File: src/rtl/l1_arb_pkg.sv
// Shared types for the L1 single-port arbiter.
//   done_t     : which port completes its SRAM access in the current cycle
//   WORD_BYTES : bytes per SRAM word (width of byte-enable buses)
package l1_arb_pkg;

  typedef enum logic [1:0] {
    DONE_NONE = 2'd0,
    DONE_I    = 2'd1,
    DONE_D    = 2'd2
  } done_t;

  localparam int unsigned WORD_BYTES = 4;

endpackage

File: src/rtl/l1_port_arbiter.sv
// Shares one single-ported, synchronous-read SRAM between the core's fetch
// port (i_*) and data port (d_*). An access issues in cycle t (sram_en=1)
// and completes in t+1, where read data is forwarded combinationally from
// sram_rd. Data wins collisions unless fetch has lost STARVE_LIMIT times in
// a row.
//
// Ports:
//   clk, reset             clock, synchronous active-high reset
//   i_req/i_addr           fetch request and byte address
//   i_instn/i_wait         fetched word (0 unless completing) and fetch stall
//   d_req/d_we/d_addr      data request, store flag, byte address
//   d_wd/d_mask            store data and byte enables
//   d_rd/d_wait            load data (0 unless completing) and data stall
//   sram_en/sram_we        SRAM access / write strobe
//   sram_addr/be/wd        SRAM word address, byte enables, write data
//   sram_rd                SRAM read data, valid the cycle after a read issue
module l1_port_arbiter
  import l1_arb_pkg::*;
#(
  parameter  int unsigned RAM_WORDS    = 16384,
  parameter  int unsigned STARVE_LIMIT = 4,
  localparam int unsigned AW           = $clog2(RAM_WORDS)
) (
  input  logic                  clk,
  input  logic                  reset,

  input  logic                  i_req,
  input  logic [31:0]           i_addr,
  output logic [31:0]           i_instn,
  output logic                  i_wait,

  input  logic                  d_req,
  input  logic                  d_we,
  input  logic [31:0]           d_addr,
  input  logic [31:0]           d_wd,
  input  logic [WORD_BYTES-1:0] d_mask,
  output logic [31:0]           d_rd,
  output logic                  d_wait,

  output logic                  sram_en,
  output logic                  sram_we,
  output logic [AW-1:0]         sram_addr,
  output logic [WORD_BYTES-1:0] sram_be,
  output logic [31:0]           sram_wd,
  input  logic [31:0]           sram_rd
);

  localparam int unsigned SW = $clog2(STARVE_LIMIT + 1);
  localparam logic [SW-1:0] STARVE_MAX = SW'(STARVE_LIMIT);

  done_t         done_q, done_d;
  logic [SW-1:0] starve_q, starve_d;

  logic          i_elig_c, d_elig_c;
  logic          grant_i_c, grant_d_c;

  // Byte-offset bits and address bits above the SRAM range are dropped.
  logic          unused_addr_bits;
  assign unused_addr_bits = ^{i_addr[31:AW+2], i_addr[1:0],
                              d_addr[31:AW+2], d_addr[1:0]};

  // State register.
  always_ff @(posedge clk) begin
    if (reset) begin
      done_q   <= DONE_NONE;
      starve_q <= '0;
    end else begin
      done_q   <= done_d;
      starve_q <= starve_d;
    end
  end

  // Arbitration and next state.
  always_comb begin
    i_elig_c  = 1'b0;
    d_elig_c  = 1'b0;
    grant_i_c = 1'b0;
    grant_d_c = 1'b0;
    done_d    = DONE_NONE;
    starve_d  = starve_q;

    // A port is not eligible in the cycle its own access is completing,
    // otherwise the same request would be issued twice.
    i_elig_c = i_req && (done_q != DONE_I);
    d_elig_c = d_req && (done_q != DONE_D);

    // No issue while in reset so nothing is written or left in flight.
    if (!reset) begin
      grant_i_c = i_elig_c && (!d_elig_c || (starve_q == STARVE_MAX));
      grant_d_c = d_elig_c && !grant_i_c;
    end

    if (grant_i_c) begin
      done_d = DONE_I;
    end else if (grant_d_c) begin
      done_d = DONE_D;
    end

    // Count consecutive fetch losses; saturate at the limit.
    if (!i_req || grant_i_c) begin
      starve_d = '0;
    end else if (i_elig_c && grant_d_c && (starve_q != STARVE_MAX)) begin
      starve_d = starve_q + SW'(1);
    end
  end

  // Outputs.
  always_comb begin
    sram_en   = grant_i_c || grant_d_c;
    sram_we   = grant_d_c && d_we;
    sram_addr = i_addr[AW+1:2];
    sram_be   = {WORD_BYTES{1'b1}};
    sram_wd   = d_wd;
    i_wait    = i_req && (done_q != DONE_I);
    d_wait    = d_req && (done_q != DONE_D);
    i_instn   = '0;
    d_rd      = '0;

    if (grant_d_c) begin
      sram_addr = d_addr[AW+1:2];
      if (d_we) begin
        sram_be = d_mask;
      end
    end

    // A request dropped in its completion cycle sees no data.
    if (i_req && (done_q == DONE_I)) begin
      i_instn = sram_rd;
    end
    if (d_req && !d_we && (done_q == DONE_D)) begin
      d_rd = sram_rd;
    end
  end

endmodule
File: config.mk
export PLATFORM = sky130hd
export DESIGN_NAME = l1_port_arbiter
export DESIGN_NICKNAME = d
export VERILOG_FILES = /design/src/rtl/l1_arb_pkg.sv /design/src/rtl/l1_port_arbiter.sv
export SDC_FILE = /design/constraint.sdc
export NUM_CORES = 1
export LEC_CHECK = 0
export BUFFER_PORTS_ARGS = -buffer_cell sky130_fd_sc_hd__buf_2
export CAP_MARGIN = 30
export CORE_AREA = 2 2 99 101
export CTS_BUF_LIST = sky130_fd_sc_hd__clkbuf_8
export CTS_CLUSTER_DIAMETER = 50
export DETAILED_ROUTE_END_ITERATION = 12
export DIE_AREA = 0 0 101 103
export PLACE_DENSITY = 0.52
export RECOVER_POWER = 100
export SLEW_MARGIN = 40
export SYNTH_ARGS = -nofsm -noshare
export SYNTH_HDL_FRONTEND = slang
export SYNTH_SLANG_ARGS = --single-unit
File: constraint.sdc
create_clock -name clk -period 3.4 [get_ports clk]
set_clock_uncertainty 0.15 [all_clocks]
set_input_delay 0.17 -clock clk [delete_from_list [all_inputs] [get_ports clk]]
set_output_delay 0.17 -clock clk [all_outputs]
set_load 0.01 [all_outputs]
==> results.md, run 1 <==
* Critical path cell sequence: nand2b_4, nand2_1, clkinvlp_2, a311o_1, buf_4, mux2_1, buf_2
* Count of final hold-check violations at 0
* Placed Cells at 387
* Fraction of final layout cells with drive strength greater than 1 at 41.7%
* Filler cells at 1108
* Leakage at 0.000895 uW
* Setup WS pre-CTS at 1.42 ns
* Number of warnings printed during yosys synthesis at 0
* Initial core utilization at 12.8%
* Longest individual stage delay on the worst path at 0.40 ns
* Quantity of I/O buffers inserted on ports at 154
* Routed Wire Length at 4060 um
* CTS tree: done
* Iteration-0 DRC count of the detailed router at 38
* Fraction of registers with async set/reset at 0%
* Area Growth Syn to Fin at 49.8%
* Row Count at 36
* DR vias at 1460
* Final slew viol count at 0
* Power per standard cell area at 167 nW/um^2
* DIE HEIGHT at 103 um
* Core ar. at 9460 sq um
* Vias in the first global route at 1228
* Summed negative setup slack over all endpoints at 0 ns
* Cell area after placement at 1860 sq um
* Total Routing Usage GR at 6.66%
* Post-layout worst setup margin at 0.888 ns
* Non-Filler Instances at 392
* Number of synthesized register bits at 5
* FMAX at 398 MHz
* Syn_nets at 296
* Length of the first detailed-routing pass in iterations at 4
* Level count of the clock H-tree at 1
* Startpoint type of the worst setup path: register
* Synthesized instance count at 157
* Buffers plus inverters on the worst setup path at 3
* Sequential Area at 100 sq um
* Die Wd at 101 um
* DPL Wire Length at 3460 um
* Slowest library cell on the worst path: sky130_fd_sc_hd__a311o_1
* Source-to-sink clock delay at the later pin of the worst-skew pair at 0.22 ns
* # setup viols final at 0
* Final weighted congestion in routability-driven placement at 0.742
* Area of combinational cells with multiple inputs at 782 sq um
* Post-layout nets at 418
* Syn avg cell area at 7.72 sq um
* Combined area of all synthesized cells at 1210 sq um
* Root Driver: sky130_fd_sc_hd__clkbuf_8
* Type of the most critical hold path: input pin to register
* Transition time of the tightest slew-check pin at 0.565 ns
* Worst ir drop on vdd at 0.0000826 V
* Unique cell type count in the Yosys netlist at 26
* Unrepaired setup endpoints after global routing: false
* Count of flip-flops with a built-in enable after synthesis at 0
* Post-synthesis sequential area ratio at 8.26%
* Pin count of the biggest net entering global routing at 33
* Final core utilization at 19.2%
* Wire length of the first global-routing pass at 5540 um
* Number of primary I/O pins at 255
* Crit path kind: register to primary output
* Tmin final at 2.51 ns
* Number of antenna violations at the first check in global routing at 0
* Main synth FF type: sky130_fd_sc_hd__dfxtp_1
* DRC violation count after routing at 0
* Critical Path Fanout Max at 15
* Floorplan die area at 10400 sq um
* Clock-pin slew on the worst setup and hold paths at 0.04 ns
* Clock net sink count at 5
* Dominant delay contributor by cell family on the critical path: buffers and inverters
* Max Buffers Root-to-Sink at 2
* CP Capture Type: primary output
* Share of the cycle needed by the critical path after routing at 73.9%
* Remaining antenna violation count at 0
* Count of maximum capacitance violations at 0
* Number of diodes at 0
* Worst path required time at 3.08 ns
* Critical path arrival at 2.19 ns
* Status: completed
* Routed wire length per instance at 10.4 um
* Max-slew headroom at 62.3%
* Post-detailed-route via-to-cell ratio at 3.72
* Final instance area at 1820 sq um
* Inserted Clock Buffers at 3
* Total global routing overflow at 0
-- flip-flops by register name, summed over array words and instances, names as in the netlist --
register / cells
starve_q: 3
done_q: 2
-- through the flow --
step,hold WS (ns),total power [uW]
floorplan,0.0928,173
global route,0.162,328
finish,0.142,304
global placement,0.190,206
detailed placement,0.190,208
CTS,0.128,320
-- path summary, 6_finish.rpt --
check | start | end | slack, ns | depth (start not counted)
max | done_q[0] | sram_addr[11] | 0.89 | 7
min | i_req | starve_q[1] | 0.14 | 3
max reg2reg | done_q[0] | done_q[1] | 1.50 | 6
min reg2reg | starve_q[1] | starve_q[1] | 0.33 | 2
-- timing repair --
item	CTS	global route
buffers inserted	0	0
hold buffers	1	0
setup endpoints to repair	0	0
resized for setup	0	0
endpoints found under the hold margin	1	0
-- cells in the final DEF (no fill, tap or decap), types with 2 or more instances in the layout --
cell type,Yosys,final
sky130_fd_sc_hd__buf_4,32,2
sky130_fd_sc_hd__inv_1,4,6
sky130_fd_sc_hd__dfxtp_1,5,5
sky130_fd_sc_hd__nand2_1,4,5
sky130_fd_sc_hd__mux2_1,0,3
sky130_fd_sc_hd__a21oi_1,4,4
sky130_fd_sc_hd__clkbuf_8,0,3
sky130_fd_sc_hd__buf_2,0,96
sky130_fd_sc_hd__mux2_4,9,6
sky130_fd_sc_hd__and2_1,65,46
sky130_fd_sc_hd__mux2_2,5,5
sky130_fd_sc_hd__nor3b_1,2,2
sky130_fd_sc_hd__nand4_1,2,2
sky130_fd_sc_hd__and2_0,0,19
sky130_fd_sc_hd__ha_1,2,2
sky130_fd_sc_hd__clkbuf_1,6,58
sky130_fd_sc_hd__nand3b_1,4,4
-- synthesized netlist by cell type, drive strengths merged, types with 2 or more instances --
library cell	instances	area, sq um
a21oi	4	20.0
and2	65	407
buf	34	272
clkbuf	6	22.5
dfxtp	5	100
ha	2	25.0
inv	6	25.0
mux2	14	191
nand2	5	26.3
nand2b	2	20.0
nand3b	4	30.0
nand4	2	12.5
nor3b	2	15.0
-- area by class of cell --
type,instances,share of cell area [%]
Clock buffer,3,2.27
Clock inverter,1,0.207
Inverter,6,1.31
Multi-Input combinational cell,106,43.0
Sequential cell,5,5.51
Tap cell,114,7.85
Timing Repair Buffer,157,39.8
-- layer usage --
| layer | GRT usage, % | routed length [um] | vias up |
|---|---|---|---|
| met4 | 1.56 | 61 | 0 |
| met2 | 13.4 | 2040 | 102 |
| met5 | 0 | 0 | - |
| met1 | 7.11 | 1520 | 639 |
| li1 | - | - | 710 |
| met3 | 1.29 | 432 | 9 |
-- cell families (layout without fill, tap and decap cells) --
logic type,count (synthesis),count (layout),share of synthesized area (%)
simple gates,83,83,43.9
buf+inv,46,167,26.3
mux,14,14,15.8
compound gates,7,7,3.72
flops,5,5,8.26
fa+ha+maj,2,2,2.06
-- where the power goes --
part / internal [uW] / leakage, uW / switching [uW]
Sequential: 60.8 / 0.0000407 / 1.24
Clock: 77.5 / 0.0000269 / 30.5
Combinational: 69.8 / 0.000827 / 64.1
Total: 208 / 0.000895 / 95.9
-- worst register-to-register path, cell delays in order (launching register included) --
cell	delay (ns)
sky130_fd_sc_hd__dfxtp_1	0.37
sky130_fd_sc_hd__nand2b_4	0.08
sky130_fd_sc_hd__nand2_1	0.18
sky130_fd_sc_hd__clkinvlp_2	0.24
sky130_fd_sc_hd__a311o_1	0.40
sky130_fd_sc_hd__buf_4	0.21
sky130_fd_sc_hd__inv_1	0.18
(Power assumes the default switching activity.)
==> run 2, diff against run 1 <==
--- a/config.mk
+++ b/config.mk
@@ -7,12 +7,12 @@
 export LEC_CHECK = 0
 export BUFFER_PORTS_ARGS = -buffer_cell sky130_fd_sc_hd__buf_2
 export CAP_MARGIN = 30
-export CORE_AREA = 2 2 99 101
+export CORE_AREA = 2 2 100 102
 export CTS_BUF_LIST = sky130_fd_sc_hd__clkbuf_8
 export CTS_CLUSTER_DIAMETER = 50
 export DETAILED_ROUTE_END_ITERATION = 12
-export DIE_AREA = 0 0 101 103
-export PLACE_DENSITY = 0.52
+export DIE_AREA = 0 0 102 104
+export PLACE_DENSITY = 0.51
 export RECOVER_POWER = 100
 export SLEW_MARGIN = 40
 export SYNTH_ARGS = -nofsm -noshare
==> constraint.sdc (replaced) <==
create_clock -name clk -period 2.55 [get_ports clk]
set_clock_uncertainty 0.15 [all_clocks]
set_input_delay 0.1275 -clock clk [delete_from_list [all_inputs] [get_ports clk]]
set_output_delay 0.1275 -clock clk [all_outputs]
set_load 0.01 [all_outputs]
==> run 2 against run 1 <==
  * Cell area increased by 1.9%
  * Wire length is 1.6% lower
  * Final cell count is 5.1% higher
  * Die area grew 2.0%
  * Global-route usage fell by 0.28 points
  * Critical path type unchanged
  * Largest cell class unchanged
  * Highest routed layer unchanged
==> results.md, run 2 (synthesis results as in run 1) <==
* Transition time of the tightest slew-check pin at 1.04 ns
* Pin count of the biggest net entering global routing at 33
* Inserted Clock Buffers at 3
* Remaining antenna violation count at 0
* Most common cell after layout, fill and taps aside: sky130_fd_sc_hd__buf_2
* Source-to-sink clock delay at the later pin of the worst-skew pair at 0.22 ns
* Final weighted congestion in routability-driven placement at 0.678
* DIE HEIGHT at 104 um
* Routed wire length per instance at 9.70 um
* Clock-pin slew on the worst setup and hold paths at 0.04 ns
* Number of setup buffers added after CTS at 0
* Post-detailed-route via-to-cell ratio at 3.47
* Worst path required time at 2.27 ns
* Commonest cells after routing, fill and taps aside: 105 x sky130_fd_sc_hd__buf_2, 54 x sky130_fd_sc_hd__and2_1, 50 x sky130_fd_sc_hd__clkbuf_1
* Count of final hold-check violations at 0
* Iteration-0 DRC count of the detailed router at 48
* Unrepaired setup endpoints after global routing: false
* Area Growth Syn to Fin at 52.7%
* Crit path kind: register to primary output
* Share of the cycle needed by the critical path after routing at 86.0%
* Routed Wire Length at 4000 um
* Die Wd at 102 um
* Final slew viol count at 0
* Largest registers: starve_q: 3 flops, done_q: 2 flops
* Max Buffers Root-to-Sink at 2
* CTS Hold Buffers Added at 1
* Status: completed
* Type of the most critical hold path: input pin to register
* DPL Wire Length at 3430 um
* Critical Path Fanout Max at 32
* Fraction of final layout cells with drive strength greater than 1 at 44.4%
* Register ranked first by flip-flop count: starve_q
* Total of cells resized after clock tree synthesis at 0
* Startpoint type of the worst setup path: register
* DRC violation count after routing at 0
* Tmin final at 2.19 ns
* Vias in the first global route at 1267
* # setup viols final at 0
* CP Capture Type: primary output
* Count of maximum capacitance violations at 0
* Number of antenna violations at the first check in global routing at 0
* Quantity of I/O buffers inserted on ports at 154
* Length of the first detailed-routing pass in iterations at 3
* Number of diodes at 0
* Clock net sink count at 5
* Root Driver: sky130_fd_sc_hd__clkbuf_8
* Core ar. at 9550 sq um
* Level count of the clock H-tree at 1
* Floorplan die area at 10600 sq um
* Critical path arrival at 1.92 ns
* Overall power at 403 uW
* Total Routing Usage GR at 6.38%
* Leakage at 0.000942 uW
* Initial core utilization at 12.7%
* FMAX at 456 MHz
* DR vias at 1430
* Post-layout nets at 419
* Row Count at 36
* Wire length of the first global-routing pass at 5570 um
* Worst ir drop on vdd at 0.0000848 V
* Flip-flop count of the largest register after layout at 3
* Max-slew headroom at 30.5%
* Summed negative setup slack over all endpoints at 0 ns
* CTS tree: done
* Power per standard cell area at 217 nW/um^2
* Number of primary I/O pins at 255
* Total global routing overflow at 0
run 2: area by class of cell:
| cell class | instances | area, sq um |
|---|---|---|
| clock inverter | 1 | 3.75 |
| clock buffer | 3 | 41.3 |
| fill | 1146 | 7700 |
| sequential | 5 | 100 |
| tap | 133 | 166 |
| timing repair buffer | 158 | 736 |
| inverter | 6 | 25.0 |
| multi-input combinational | 106 | 779 |
run 2: path summary, 6_finish.rpt:
kind                             startpoint           to  slack (ns)  depth (start not counted)
worst max register to register  starve_q[0]    done_q[1]        0.96                          5
worst min register to register  starve_q[1]  starve_q[1]        0.33                          2
worst max-delay path              done_q[1]   i_instn[8]        0.36                          5
worst min-delay path                  i_req    done_q[0]        0.09                          3
run 2: routing by layer:
| layer | wire length, um | GRT usage [%] | part of all wire [%] |
|---|---|---|---|
| met5 | 0 | 0 | 0 |
| met4 | 123 | 2.67 | 3.1 |
| met3 | 454 | 1.28 | 11 |
| met2 | 1930 | 12.1 | 48 |
| met1 | 1490 | 6.64 | 37 |
run 2: metrics by stage:
stage	area, sq um	setup WS (ns)	hold slack, ns	utilization (%)	instances
after global routing	1850	0.138	0.104	19.4	412
after floorplan	1210	0.775	0.0503	-	157
after CTS	1940	0.354	0.0933	20.3	412
final	1850	0.357	0.0919	19.4	412
after global placement	1880	0.602	0.105	19.7	407
after detailed placement	1880	0.594	0.105	19.7	407
run 2: power breakdown:
part | switching (uW) | internal, uW
Combinational | 85.3 | 92.7
Sequential | 1.53 | 81.0
Clock | 38.9 | 103
Total | 126 | 277
run 2: critical path, cell delays in order, from the launching register on:
cell	delay (ns)
sky130_fd_sc_hd__dfxtp_1	0.30
sky130_fd_sc_hd__nand2b_4	0.14
sky130_fd_sc_hd__nor2_1	0.08
sky130_fd_sc_hd__clkbuf_1	0.77
sky130_fd_sc_hd__and2_1	0.23
sky130_fd_sc_hd__clkbuf_1	0.15
